## src/rtl/clock_pkg.sv

```systemverilog
// Shared constants and types for the BCD timekeeping block.
package clock_pkg;

    // One BCD digit, always held in the range 0..9.
    typedef logic [3:0] bcd_t;

    localparam int SEC_MSB_MAX = 5;
    localparam int LSB_MAX     = 9;
    localparam int HR24_MAX    = 23;
    localparam int HR12_MAX    = 12;

    // Display refresh handshake. STROBE_PEND is a strobe cycle during which a
    // further change was already recorded, so a new refresh must follow it.
    typedef enum logic [1:0] {
        RF_IDLE        = 2'd0,
        RF_PENDING     = 2'd1,
        RF_STROBE      = 2'd2,
        RF_STROBE_PEND = 2'd3
    } refresh_state_t;

endpackage

```

## src/rtl/bcd_digit_counter.sv

```systemverilog
// Single BCD digit that counts 0..MAX. The carry is combinational so that
// a chain of digits advances together on the same clock edge.
module bcd_digit_counter
    import clock_pkg::*;
#(
    parameter int MAX = 9
) (
    input  logic       i_clk,
    input  logic       i_reset,
    input  logic       i_inc,
    input  logic       i_clr,
    output logic [3:0] o_value,
    output logic       o_carry
);

    bcd_t r_value;

    assign o_value = r_value;
    assign o_carry = i_inc & ~i_clr & (r_value == 4'(MAX));

    // Digit register: clear has priority over increment, wrap MAX -> 0.
    always_ff @(posedge i_clk) begin
        if (i_reset || i_clr) begin
            r_value <= 4'd0;
        end else if (i_inc) begin
            r_value <= (r_value == 4'(MAX)) ? 4'd0 : r_value + 4'd1;
        end
    end

endmodule

```

## src/rtl/bcd_time_counter.sv

```systemverilog
// BCD hh:mm:ss timekeeper with button setting, 12/24 h modes and a
// refresh strobe handshake towards the serial display output stage.
module bcd_time_counter
    import clock_pkg::*;
#(
    parameter int TWELVE_HOUR = 0
) (
    input  logic       i_clk,
    input  logic       i_reset,
    input  logic       i_en,
    input  logic       i_sec_stb,
    input  logic       i_set_mode,
    input  logic       i_set_min_stb,
    input  logic       i_set_hr_stb,
    input  logic       i_out_busy,
    output logic [3:0] o_hours_msb,
    output logic [3:0] o_hours_lsb,
    output logic [3:0] o_minutes_msb,
    output logic [3:0] o_minutes_lsb,
    output logic [3:0] o_seconds_msb,
    output logic [3:0] o_seconds_lsb,
    output logic       o_colon,
    output logic       o_pm,
    output logic       o_refresh_stb
);

    // Hours value (0..23) to two BCD digits.
    function automatic logic [7:0] hr_to_bcd(input logic [4:0] b);
        logic [3:0] tens;
        if (b >= 5'd20) begin
            tens = 4'd2;
        end else if (b >= 5'd10) begin
            tens = 4'd1;
        end else begin
            tens = 4'd0;
        end
        return {tens, 4'(b - 5'(tens) * 5'd10)};
    endfunction

    logic           w_run;
    logic           w_set;
    logic [3:0]     w_sec_lsb;
    logic [3:0]     w_sec_msb;
    logic [3:0]     w_min_lsb;
    logic [3:0]     w_min_msb;
    logic           w_sec_lsb_carry;
    logic           w_sec_msb_carry;
    logic           w_min_lsb_carry;
    logic           w_min_msb_carry;
    logic           w_hr_inc;
    logic           w_change;
    logic [4:0]     w_hr_bin;
    logic [4:0]     w_hr_bin_next;
    logic           w_pm_next;
    logic [7:0]     w_hr_bcd_next;
    bcd_t           r_hr_msb;
    bcd_t           r_hr_lsb;
    logic           r_pm;
    refresh_state_t r_state;
    refresh_state_t w_state_next;

    assign w_run = i_en & ~i_set_mode;
    assign w_set = i_en &  i_set_mode;

    // Seconds are cleared every enabled set-mode cycle, which both forces
    // them to 00 on entry and keeps them there.
    bcd_digit_counter #(.MAX(LSB_MAX)) u_sec_lsb (
        .i_clk   (i_clk),
        .i_reset (i_reset),
        .i_inc   (w_run & i_sec_stb),
        .i_clr   (w_set),
        .o_value (w_sec_lsb),
        .o_carry (w_sec_lsb_carry)
    );

    bcd_digit_counter #(.MAX(SEC_MSB_MAX)) u_sec_msb (
        .i_clk   (i_clk),
        .i_reset (i_reset),
        .i_inc   (w_sec_lsb_carry),
        .i_clr   (w_set),
        .o_value (w_sec_msb),
        .o_carry (w_sec_msb_carry)
    );

    bcd_digit_counter #(.MAX(LSB_MAX)) u_min_lsb (
        .i_clk   (i_clk),
        .i_reset (i_reset),
        .i_inc   ((w_run & w_sec_msb_carry) | (w_set & i_set_min_stb)),
        .i_clr   (1'b0),
        .o_value (w_min_lsb),
        .o_carry (w_min_lsb_carry)
    );

    bcd_digit_counter #(.MAX(SEC_MSB_MAX)) u_min_msb (
        .i_clk   (i_clk),
        .i_reset (i_reset),
        .i_inc   (w_min_lsb_carry),
        .i_clr   (1'b0),
        .o_value (w_min_msb),
        .o_carry (w_min_msb_carry)
    );

    // Minute wrap only carries into hours while running; in set mode the
    // hour button is the sole source of hour increments.
    assign w_hr_inc = (w_run & w_min_msb_carry) | (w_set & i_set_hr_stb);

    // Every increment moves a digit, and the set-mode clear moves one only
    // when the seconds are not already 00.
    assign w_change = (w_run & i_sec_stb)
                    | (w_set & (i_set_min_stb | i_set_hr_stb))
                    | (w_set & ((w_sec_msb != 4'd0) | (w_sec_lsb != 4'd0)));

    // Next hour value and PM flag for either 12 h or 24 h counting.
    always_comb begin
        w_hr_bin      = 5'(r_hr_msb) * 5'd10 + 5'(r_hr_lsb);
        w_hr_bin_next = w_hr_bin + 5'd1;
        w_pm_next     = r_pm;
        if (TWELVE_HOUR != 0) begin
            if (w_hr_bin == 5'(HR12_MAX)) begin
                w_hr_bin_next = 5'd1;
            end
            if (w_hr_bin == 5'(HR12_MAX - 1)) begin
                w_pm_next = ~r_pm;
            end
        end else if (w_hr_bin == 5'(HR24_MAX)) begin
            w_hr_bin_next = 5'd0;
        end
        w_hr_bcd_next = hr_to_bcd(w_hr_bin_next);
    end

    // Hours and PM registers.
    always_ff @(posedge i_clk) begin
        if (i_reset) begin
            r_hr_msb <= (TWELVE_HOUR != 0) ? 4'd1 : 4'd0;
            r_hr_lsb <= (TWELVE_HOUR != 0) ? 4'd2 : 4'd0;
            r_pm     <= 1'b0;
        end else if (w_hr_inc) begin
            r_hr_msb <= w_hr_bcd_next[7:4];
            r_hr_lsb <= w_hr_bcd_next[3:0];
            r_pm     <= w_pm_next;
        end
    end

    // Refresh state register; reset leaves a refresh pending so the display
    // is initialised once reset is released.
    always_ff @(posedge i_clk) begin
        if (i_reset) begin
            r_state <= RF_PENDING;
        end else begin
            r_state <= w_state_next;
        end
    end

    // Refresh next state: strobe when pending and the output stage is idle,
    // never twice in a row, and fold changes seen meanwhile into one pending.
    always_comb begin
        w_state_next = r_state;
        case (r_state)
            RF_IDLE: begin
                if (w_change) begin
                    w_state_next = RF_PENDING;
                end
            end
            RF_PENDING: begin
                if (!i_out_busy) begin
                    w_state_next = w_change ? RF_STROBE_PEND : RF_STROBE;
                end
            end
            RF_STROBE: begin
                w_state_next = w_change ? RF_PENDING : RF_IDLE;
            end
            RF_STROBE_PEND: begin
                w_state_next = RF_PENDING;
            end
            default: begin
                w_state_next = RF_PENDING;
            end
        endcase
    end

    assign o_refresh_stb = (r_state == RF_STROBE) | (r_state == RF_STROBE_PEND);

    assign o_hours_msb   = r_hr_msb;
    assign o_hours_lsb   = r_hr_lsb;
    assign o_minutes_msb = w_min_msb;
    assign o_minutes_lsb = w_min_lsb;
    assign o_seconds_msb = w_sec_msb;
    assign o_seconds_lsb = w_sec_lsb;
    assign o_pm          = r_pm;
    assign o_colon       = i_set_mode | ~w_sec_lsb[0];

endmodule
```

## config.mk

```make
export PLATFORM = sky130hd
export DESIGN_NAME = bcd_time_counter
export DESIGN_NICKNAME = d
export VERILOG_FILES = /design/src/rtl/clock_pkg.sv /design/src/rtl/bcd_digit_counter.sv /design/src/rtl/bcd_time_counter.sv
export SDC_FILE = /design/constraint.sdc
export NUM_CORES = 1
export LEC_CHECK = 0
export BUFFER_PORTS_ARGS = -buffer_cell sky130_fd_sc_hd__buf_4
export CORE_UTILIZATION = 45
export CTS_BUF_LIST = sky130_fd_sc_hd__clkbuf_8
export CTS_CLUSTER_SIZE = 40
export DETAILED_ROUTE_END_ITERATION = 12
export PLACE_DENSITY = 0.7
export SYNTH_ARGS = -nofsm -noshare
export SYNTH_HDL_FRONTEND = slang
export SYNTH_SLANG_ARGS = --single-unit
```

## constraint.sdc

```tcl
create_clock -name i_clk -period 3.1 [get_ports i_clk]
set_input_delay 0.31 -clock i_clk [delete_from_list [all_inputs] [get_ports i_clk]]
set_output_delay 0.31 -clock i_clk [all_outputs]
set_load 0.005 [all_outputs]
```

Word level (Yosys, flattened, before mapping)
Index checks and enable logic that the tools add are counted.
{"block": "word_totals", "ff_bits": 26, "latchBits": 0, "mem_bits_rw": 0, "romBits": 0, "input_bits": 8, "output_inout_bits": 27, "elab_cells": 71, "memories": 0}
{"block": "classes", "addsub": 7, "n_mul": 2, "div": 0, "n_lt_le_gt_ge": 2, "n_eq_ne": 10, "shift": 0, "muxes": 12, "bitwise_logic": 26, "n_reduce_logical": 5}
{"cell": "4-bit by 1-bit adder with 4-bit output, second input constant", "count": 4}
{"cell": "4-bit two-way mux", "count": 4}
{"cell": "1-bit AND", "count": 15}
{"cell": "4-bit by 3-bit == test with 1-bit output, second input constant", "count": 2}
{"cell": "4-bit == test, second input constant", "count": 2}
{"cell": "1-bit OR", "count": 8}
{"cell": "2-bit case mux with 4 select lines", "count": 1}
{"cell": "4-bit nonzero test", "count": 2}
{"cell": "2-bit two-way mux", "count": 3}
{"cell": "5-bit by 1-bit adder with 5-bit output, second input constant", "count": 1}
{"cell": "5-bit by 4-bit adder with 5-bit output", "count": 1}
{"cell": "5-bit == test, second input constant", "count": 1}
{"cell": "5-bit by 4-bit greater-or-equal comparator with 1-bit output, second input constant", "count": 1}
{"cell": "5-bit greater-or-equal comparator, second input constant", "count": 1}
{"cell": "5-bit two-way mux", "count": 1}
{"cell": "2-bit == test, second input constant", "count": 2}
{"cell": "4-bit by 3-bit multiplier with 4-bit output, second input constant", "count": 1}
{"cell": "2-bit inequality test, second input constant", "count": 2}
{"cell": "4-bit subtractor", "count": 1}
{"cell": "2-bit by 3-bit multiplier with 3-bit output, second input constant", "count": 1}
{"cell": "1-bit two-way mux", "count": 3}
{"cell": "1-bit NOT", "count": 3}
{"cell": "2-bit by 1-bit == test with 1-bit output, second input constant", "count": 1}
{"cell": "2-bit logical NOT", "count": 1}
{"cell": "2 further kinds", "count": 2}

Longest topological paths before layout
Gate-level depths: netlist of the first run.
{"block": "depth", "word_depth": 13, "depth_mapped": 16}

By module
From an unflattened synthesis of the first run, not the netlist that was laid out.
{"block": "hier_totals", "cells_unflattened": 196, "area_unflattened_um2": 1666.6}
{"mod": "bcd_time_counter", "n_inst": 1, "cells_per_inst": 114, "area_per_inst_um2": 913.4}
{"mod": "bcd_digit_counter (u_min_lsb ...)", "n_inst": 2, "cells_per_inst": 22, "area_per_inst_um2": 188.9}
{"mod": "bcd_digit_counter (u_min_msb ...)", "n_inst": 2, "cells_per_inst": 19, "area_per_inst_um2": 187.7}

Worst setup path before layout of the first run
Ideal clock, no wire load.
{"block": "synth_path", "path_type": "reg-to-reg", "start": "reg r_hr_msb[0], in the netlist o_hours_msb[0]", "end": "reg r_hr_lsb[3], in the netlist o_hours_lsb[3]", "t_arrival_ns": 2.987, "t_required_ns": 3.009, "path_slack_ns": 0.022, "path_stages_with_launch": 15, "path_buffers": 0, "path_cell_list": "dfxtp_1 > ha_1 > fa_1 > xnor2_2 > nand2_1 > o32ai_1 > and2_1 > o21ai_0 > nand2_1 > ha_1 > inv_1 > ha_1 > nand2b_1 > or3_1 > a311oi_1"}
{"block": "synth_via", "elab_chain_cells": 9, "word_cells_on_any_way": 11, "cone_classes": "add/sub (3); mul (2); order compare (2); eq/ne (1); mux (3)"}
{"item": "from (decl)", "line": "bcd_time_counter.sv:56", "text": "bcd_t r_hr_msb;"}
{"item": "from (signal assigned)", "line": "bcd_time_counter.sv:134", "text": "r_hr_msb <= (TWELVE_HOUR != 0) ? 4'd1 : 4'd0;"}
{"item": "from (signal assigned)", "line": "bcd_time_counter.sv:138", "text": "r_hr_msb <= w_hr_bcd_next[7:4];"}
{"item": "4-bit by 3-bit multiplier with 4-bit output *", "line": "bcd_time_counter.sv:115", "text": "w_hr_bin = 5'(r_hr_msb) * 5'd10 + 5'(r_hr_lsb);"}
{"item": "5-bit by 4-bit adder with 5-bit output *", "line": "bcd_time_counter.sv:115"}
{"item": "5-bit by 1-bit adder with 5-bit output / 5-bit == test (equally long branches)", "line": "bcd_time_counter.sv:116, bcd_time_counter.sv:125"}
{"item": "5-bit two-way mux *", "line": "bcd_time_counter.sv:125", "text": "end else if (w_hr_bin == 5'(HR24_MAX)) begin"}
{"item": "5-bit by 4-bit greater-or-equal comparator with 1-bit output", "line": "bcd_time_counter.sv:32", "text": "end else if (b >= 5'd10) begin"}
{"item": "1-bit two-way mux", "line": "bcd_time_counter.sv:32"}
{"item": "2-bit two-way mux *", "line": "bcd_time_counter.sv:30", "text": "if (b >= 5'd20) begin"}
{"item": "named net w_hr_bcd_next[4]", "line": "bcd_time_counter.sv:55", "text": "logic [7:0] w_hr_bcd_next;"}
{"item": "2-bit by 3-bit multiplier with 3-bit output *", "line": "bcd_time_counter.sv:37", "text": "return {tens, 4'(b - 5'(tens) * 5'd10)};"}
{"item": "4-bit subtractor *", "line": "bcd_time_counter.sv:37"}
{"item": "to (signal assigned)", "line": "bcd_time_counter.sv:135", "text": "r_hr_lsb <= (TWELVE_HOUR != 0) ? 4'd2 : 4'd0;"}
{"item": "to (signal assigned)", "line": "bcd_time_counter.sv:139", "text": "r_hr_lsb <= w_hr_bcd_next[3:0];"}
{"item": "to (decl)", "line": "bcd_time_counter.sv:57", "text": "bcd_t r_hr_lsb;"}
The timed path passes the listed nets; every way through them passes the cells marked *.
A chain may end at the register's enable or synchronous reset.

Final worst setup path of the first run
{"block": "layout_path", "start": "reg r_hr_lsb[1], in the netlist o_hours_lsb[1]", "end": "reg r_hr_lsb[3], in the netlist o_hours_lsb[3]"}
{"block": "layout_via", "elab_chain_cells": 8, "word_cells_on_any_way": 10, "cone_classes": "add/sub (3); mul (1); order compare (2); eq/ne (1); mux (3)"}
{"item": "5-bit by 4-bit adder with 5-bit output *", "line": "bcd_time_counter.sv:115"}
{"item": "5-bit by 1-bit adder with 5-bit output / 5-bit == test (equally long branches)", "line": "bcd_time_counter.sv:116, bcd_time_counter.sv:125"}
{"item": "5-bit two-way mux *", "line": "bcd_time_counter.sv:125"}
{"item": "5-bit by 4-bit greater-or-equal comparator with 1-bit output", "line": "bcd_time_counter.sv:32"}
{"item": "1-bit two-way mux", "line": "bcd_time_counter.sv:32"}
{"item": "2-bit two-way mux *", "line": "bcd_time_counter.sv:30"}
{"item": "named net w_hr_bcd_next[4]", "line": "bcd_time_counter.sv:55"}
{"item": "2-bit by 3-bit multiplier with 3-bit output *", "line": "bcd_time_counter.sv:37"}
{"item": "4-bit subtractor *", "line": "bcd_time_counter.sv:37"}
Marked as above.

==> results of run 1 <==
sequential cells by signal (all words and copies together) (netlist names):
name / cells
o_hours_lsb: 4
u_min_lsb.o_value: 4
u_min_msb.o_value: 4
u_sec_lsb.o_value: 4
u_sec_msb.o_value: 4
o_hours_msb: 2
r_state: 2
cell type report:
type	instances	area [sq um]	share of cell area, %
Clock buffer	3	41.29	1.780
Inverter	12	45.04	1.942
Timing Repair Buffer	46	357.8	15.43
Clock inverter	1	30.03	1.295
Tap cell	48	60.06	2.589
Sequential cell	24	483.0	20.82
Multi-Input combinational cell	170	1303	56.15
worst min-delay path: stages:
cell and delay (ps):
buf_4 80, inv_1 30, a21oi_1 110, a211oi_1 50
worst max-delay path by stage:
| stage | from | endpoint | depth (start not counted) |
|---|---|---|---|
| after global routing | o_hours_lsb[1] | o_hours_lsb[3] | 14 |
| after global placement | o_hours_msb[0] | o_hours_lsb[3] | 14 |
| after CTS | o_hours_lsb[1] | o_hours_lsb[3] | 16 |
| after floorplan | o_hours_msb[0] | o_hours_lsb[3] | 14 |
| after detailed placement | o_hours_lsb[1] | o_hours_lsb[3] | 14 |
| final | o_hours_lsb[1] | o_hours_lsb[3] | 14 |
per-stage QoR:
stage	total power, mW	setup TNS [ps]	worst slack (ps)	util [%]
after floorplan	0.4862	0	22.35	-
after global placement	0.5559	0	102.6	56.60
after detailed placement	0.5574	0	29.37	56.60
after CTS	0.8431	0	20.80	58.59
after global routing	0.9129	-70.23	-70.23	62.42
final	0.8721	0	28.80	62.42
where the power goes:
part / internal, mW / total (mW) / switching [mW]
clock network: 0.173 / 0.287 / 0.114
registers: 0.324 / 0.342 / 0.0181
logic: 0.117 / 0.243 / 0.126
cells in the mapped netlist, types with 2 or more instances:
cell type,count
nor2_1,27
dfxtp_1,24
a21oi_1,15
inv_1,11
nand2_1,11
ha_1,10
o21ai_0,8
nand2b_1,7
nand3_1,7
buf_4,5
clkbuf_1,5
a211oi_1,4
nor3_1,4
or3_1,4
xnor2_1,4
a311oi_1,3
and3_1,3
mux2i_1,3
nand4_1,3
nor3b_1,3
nor4_1,3
o31ai_1,3
or2_2,3
xor2_1,3
a21o_1,2
a21oi_2,2
a311oi_2,2
a31oi_1,2
nor2b_1,2
nor4b_1,2
metal layers:
metal	track usage, %	vias up	share of wire, %	wire length, um
li1	-	860	-	-
met1	27.71	814	47	2187
met2	31.25	54	47	2168
met3	3.345	8	4.2	193
met4	5.000	0	1.2	57
met5	0	-	0	0
logic make-up after synthesis:
kind of cell               Yosys count
muxes                                3
DFF                                 24
buffers and inverters               24
xor gates and xnor gates             8
and+or+nand+nor                     89
other                                1
AOI/OAI and AO/OA                   56
adders and majority gates           11
timing repair:
action / in CTS / in global routing
resized for setup: 2 / 23
cloned: 0 / 0
endpoints found under the setup margin: 1 / 1
pin swaps: 1 / 7
setup buffers: 0 / 3
==> impl_metrics.env, run 1 <==
export IMPL_status="complete, no violations"
export IMPL_grt_antenna_before_repair=0
export IMPL_holdPathEnd="r_state[1]"
export IMPL_synth_cell_type_count=61
export IMPL_nFillCells=320
export IMPL_r2r_end="o_hours_lsb[3]"
export IMPL_drtIter0Drc=128
export IMPL_dp_hpwl_um=2973
export IMPL_critPathBufInv=1
export IMPL_layout_common_cells="buf_4 (45), nor2_1 (26), dfxtp_1 (22)"
export IMPL_seq_area_frac_synth_pct=27.10
export IMPL_grt_overflow=0
export IMPL_h_tree_depth=1
export IMPL_reg2reg_slack_ps=30
export IMPL_slew_violations=0
export IMPL_grt_pass1_wl_um=6727
export IMPL_vias=1736
export IMPL_clk_pin_slew_worst_paths_ps=100
export IMPL_dp_cells=297
export IMPL_power_leakage_nw=0.9264
export IMPL_dr_pass1_iters=5
export IMPL_fmax_mhz=325.6
export IMPL_cts_tree="yes"
export IMPL_drc=0
export IMPL_ant_nets=0
export IMPL_rr_startpoint="o_hours_lsb[1]"
export IMPL_synth_main_ff_cell="dfxtp_1"
export IMPL_fin_area_sq_mm=0.002320
export IMPL_placed_area_sq_mm=0.002103
export IMPL_synth_area_leaders="dfxtp_1 (27%), ha_1 (7.1%), nor2_1 (5.7%)"
export IMPL_clock_skew_final_ps=2.203
export IMPL_diodes=0
export IMPL_wl_per_cell_um=15.15
export IMPL_viasPerCell=5.711
export IMPL_grt_pass1_vias=1453
export IMPL_min_path_type="input port to flip-flop"
export IMPL_layout_drive_gt1_share_pct=33.59
export IMPL_required_ps=3290
export IMPL_hold_path_depth=4
export IMPL_core_area_sq_mm=0.003716
export IMPL_yosysWarnings=0
export IMPL_synth_compound_area_share_pct=23.57
export IMPL_min_period_ps=3071
export IMPL_cts_path_max_buffers=2
export IMPL_crit_path_frequent_cell="ha_4"
export IMPL_synth_top_family_by_area="simple AND/OR/NAND/NOR gates"
export IMPL_cts_num_sinks=24
export IMPL_maxSlewHeadroom_pct=62.48
export IMPL_ys_ff_latch=24
export IMPL_worstPathCellList="ha_4 -> fa_2 -> xor2_1 -> nor2_1 -> o21ai_2 -> o31ai_2 -> a2bb2oi_2 -> nand2_1 -> ha_1 -> inv_1 -> ha_4 -> nand2b_1 -> or3_1 -> a311oi_1"
export IMPL_slowest_stage="fa_2"
export IMPL_worst_pin_slew_ps=562.7
export IMPL_cts_hold_fix_buffers=0
export IMPL_worst_setup_path_end_kind="flip-flop"
export IMPL_cts_root_buffer="clkbuf_8"
export IMPL_synth_area_sq_mm=0.001773
export IMPL_fin_cells=304
export IMPL_peakVddDrop_mv=0.2466
export IMPL_worstSetupStartpointType="flip-flop"
export IMPL_synth_xor_area_share_pct=4.375
export IMPL_area_growth_pct=30.84
export IMPL_path_max_fanout=5
export IMPL_ios=35
export IMPL_finalSetupViolCount=0
export IMPL_postSynth_asyncResetShare_pct=0
export IMPL_synthMuxAreaShare_pct=1.694
export IMPL_place_congestion=0.8417
export IMPL_netlist_instances=216
export IMPL_critical_path_arrival_ps=3270
export IMPL_r2r_cells=14
export IMPL_final_hold_viol_count=0
export IMPL_crit_family="adder cells"
export IMPL_worstSetupPathType="flip-flop to flip-flop"
export IMPL_nets=276
export IMPL_cap_violations=0
export IMPL_synthSimpleGateAreaFrac_pct=28.23
export IMPL_die_h_um=64.77
export IMPL_grt_util_all_layers_pct=19.82
export IMPL_io_buffers=31
export IMPL_cellPowerDensity_mw_per_mm2=375.9
export IMPL_synth_edf_count=0
export IMPL_min_period_over_period_pct=99.07
export IMPL_hp_start="i_out_busy"
export IMPL_synthAdderAreaFrac_pct=8.186
export IMPL_wirelength_um=4607
export IMPL_cts_buffers=3
export IMPL_syn_avg_cell_area_sq_um=8.208
export IMPL_die_area_sq_mm=0.004195
export IMPL_clk_latency_ps=270
export IMPL_rows=22
export IMPL_grt_max_degree=19
export IMPL_fin_hold_ws_ps=352.1
export IMPL_synth_top_area_cell="dfxtp_1"
export IMPL_synth_top_area_share_pct=27.10
export IMPL_initial_core_util_pct=47.71
export IMPL_max_stage_delay_ps=490
export IMPL_fp_dieW_um=64.77
export IMPL_layout_commonest_cell="buf_4"
No activity file was read; power rests on OpenSTA's default activity.
==> run 2, diff against run 1 <==
- RECOVER_POWER: not set -> 50
- SYNTH_HIERARCHICAL: not set -> 1
==> run 2 against run 1 <==
  * Synthesized cell count down 9.3%
  * Utilization is 0.75 points higher
  * Sequential power fell by 1%
  * Final area is 6.3% lower
  * Critical path type unchanged
  * Flip-flop and latch count stayed put
  * Combinational power down 26%
  * Fmax rose by 5.5%
  * Cell count fell by 1.3%
  * Clock skew about the same
  * Via count is 12% lower
  * Power decreased by 17%
  * Largest cell class unchanged
  * Hold slack better by 36 ps
==> impl_metrics.env, run 2 <==
export IMPL_status="complete, no violations"
export IMPL_drtIter0Drc=74
export IMPL_clk_pin_slew_worst_paths_ps=80
export IMPL_final_hold_viol_count=0
export IMPL_wirelength_um=3314
export IMPL_placed_area_sq_mm=0.002113
export IMPL_syn_avg_cell_area_sq_um=8.503
export IMPL_min_period_ps=2910
export IMPL_drc=0
export IMPL_hold_path_depth=4
export IMPL_diodes=0
export IMPL_synth_top_area_share_pct=28.83
export IMPL_grt_antenna_before_repair=0
export IMPL_cts_tree="yes"
export IMPL_fmax_mhz=343.6
export IMPL_slew_violations=0
export IMPL_fin_area_sq_mm=0.002175
export IMPL_ys_ff_latch=24
export IMPL_grt_pass1_vias=1432
export IMPL_clk_latency_ps=270
export IMPL_dp_hpwl_um=2553
export IMPL_synth_area_sq_mm=0.001667
export IMPL_reg2reg_slack_ps=190
export IMPL_worstSetupPathType="flip-flop to flip-flop"
export IMPL_synth_edf_count=0
export IMPL_grt_max_degree=23
export IMPL_h_tree_depth=1
export IMPL_worst_setup_path_end_kind="flip-flop"
export IMPL_required_ps=3250
export IMPL_dr_pass1_iters=5
export IMPL_vias=1520
export IMPL_peakVddDrop_mv=0.1850
export IMPL_min_path_type="input port to flip-flop"
export IMPL_cellPowerDensity_mw_per_mm2=334.8
export IMPL_io_buffers=31
export IMPL_cts_num_sinks=24
export IMPL_fp_dieW_um=62.86
export IMPL_min_period_over_period_pct=93.87
export IMPL_grt_overflow=0
export IMPL_path_max_fanout=10
export IMPL_nets=275
export IMPL_finalPower_uw=728.1
export IMPL_cts_root_buffer="clkbuf_8"
export IMPL_cts_path_max_buffers=2
export IMPL_die_area_sq_mm=0.003951
export IMPL_layout_drive_gt1_share_pct=29.53
export IMPL_ant_nets=0
export IMPL_synth_main_ff_cell="dfxtp_1"
export IMPL_synth_area_leaders="dfxtp_1 (29%), ha_1 (7.5%), nand2_1 (4.5%)"
export IMPL_r2r_cells=13
export IMPL_rows=21
export IMPL_wl_per_cell_um=11.05
export IMPL_synth_top_area_cell="dfxtp_1"
export IMPL_postSynth_asyncResetShare_pct=0
export IMPL_cap_violations=0
export IMPL_die_h_um=62.86
export IMPL_worstSetupStartpointType="flip-flop"
export IMPL_clock_skew_final_ps=2.272
export IMPL_seq_area_frac_synth_pct=28.83
export IMPL_ys_top_cells_by_count="dfxtp_1 (24), nand2_1 (20), nor2_1 (14)"
export IMPL_grt_pass1_wl_um=5906
export IMPL_layout_common_cells="buf_4 (30), dfxtp_1 (24), nand2_1 (20)"
export IMPL_netlist_instances=196
export IMPL_layout_commonest_cell="buf_4"
export IMPL_viasPerCell=5.067
export IMPL_cts_hold_fix_buffers=0
export IMPL_initial_core_util_pct=48.42
export IMPL_cts_buffers=3
export IMPL_power_leakage_nw=0.8754
export IMPL_yosysWarnings=6
export IMPL_grt_util_all_layers_pct=18.14
export IMPL_tns_ps=0
export IMPL_synth_cell_type_count=51
export IMPL_area_growth_pct=30.48
export IMPL_place_congestion=0.8437
export IMPL_critical_path_arrival_ps=3060
export IMPL_finalSetupViolCount=0
export IMPL_yosysMostFrequentCell="dfxtp_1"
export IMPL_core_area_sq_mm=0.003442
export IMPL_ios=35
[run 2: path summary, 6_finish.rpt]
kind                           to            startpoint
min reg2reg  u_min_lsb/o_value[3]  u_min_lsb/o_value[2]
min                    r_state[1]            i_out_busy
max                o_hours_lsb[3]        o_hours_lsb[1]
max reg2reg        o_hours_lsb[3]        o_hours_lsb[1]
[run 2: cells by family (layout without fill, tap and decap cells)]
| family | Yosys count | in the layout | share of synthesized area [%] |
|---|---|---|---|
| compound gates | 40 | 40 | 16.97 |
| xor+xnor | 10 | 10 | 6.832 |
| fa+ha+maj | 12 | 12 | 9.910 |
| buf+inv | 14 | 61 | 4.879 |
| flops | 24 | 24 | 28.83 |
| mux | 6 | 6 | 3.829 |
| other cells | 1 | 12 | 0.2250 |
| simple gates | 89 | 89 | 28.53 |
[run 2: per-layer routing]
layer  up-vias  global-route usage, %  part of all wire, %
li1        801                      -                    -
met1       680                  23.66                   50
met2        36                  31.11                   45
met3         3                  3.285                  3.6
met4         0                  3.488                 0.54
met5         -                      0                    0
[run 2: timing repair]
| action | CTS | global route |
|---|---|---|
| setup endpoints to repair | 0 | 5 |
| hold endpoints to repair | 0 | 0 |
| setup buffers | 0 | 1 |
| gates resized for setup | 0 | 4 |
[run 2: layout make-up]
cell class | instances | area [sq um]
fill | 307 | 1267
multi-input combinational | 169 | 1199
sequential | 24 | 480.5
timing repair buffer | 50 | 356.6
tap | 46 | 57.56
clock buffer | 4 | 55.05
inverter | 7 | 26.28
[run 2: stage by stage]
stage / setup slack, ps / hold slack (ps) / util, % / cells
finish: 189.9 / 387.7 / 63.18 / 300
global route: -0.7074 / 398.5 / 63.18 / 300
CTS: 52.60 / 369.9 / 63.00 / 299
detailed placement: -40.20 / 496.7 / 61.40 / 295
global placement: 59.00 / 488.6 / 61.40 / 295
floorplan: 378.0 / 374.6 / - / 207
[run 2: power by group]
part           internal (mW)  switching, mW
registers              0.321         0.0157
logic                 0.0852         0.0935
clock network          0.113         0.0988
[run 2: worst max-delay path, cell delays in order, from the launching register on]
cell	delay [ps]
dfxtp_1	340
ha_1	220
fa_2	630
nand2b_1	100
o221ai_1	170
a22o_1	170
nand2_1	50
o21ai_0	140
ha_1	200
inv_1	50
fa_1	390
nand2_1	100
a2bb2oi_1	160
a31oi_1	90
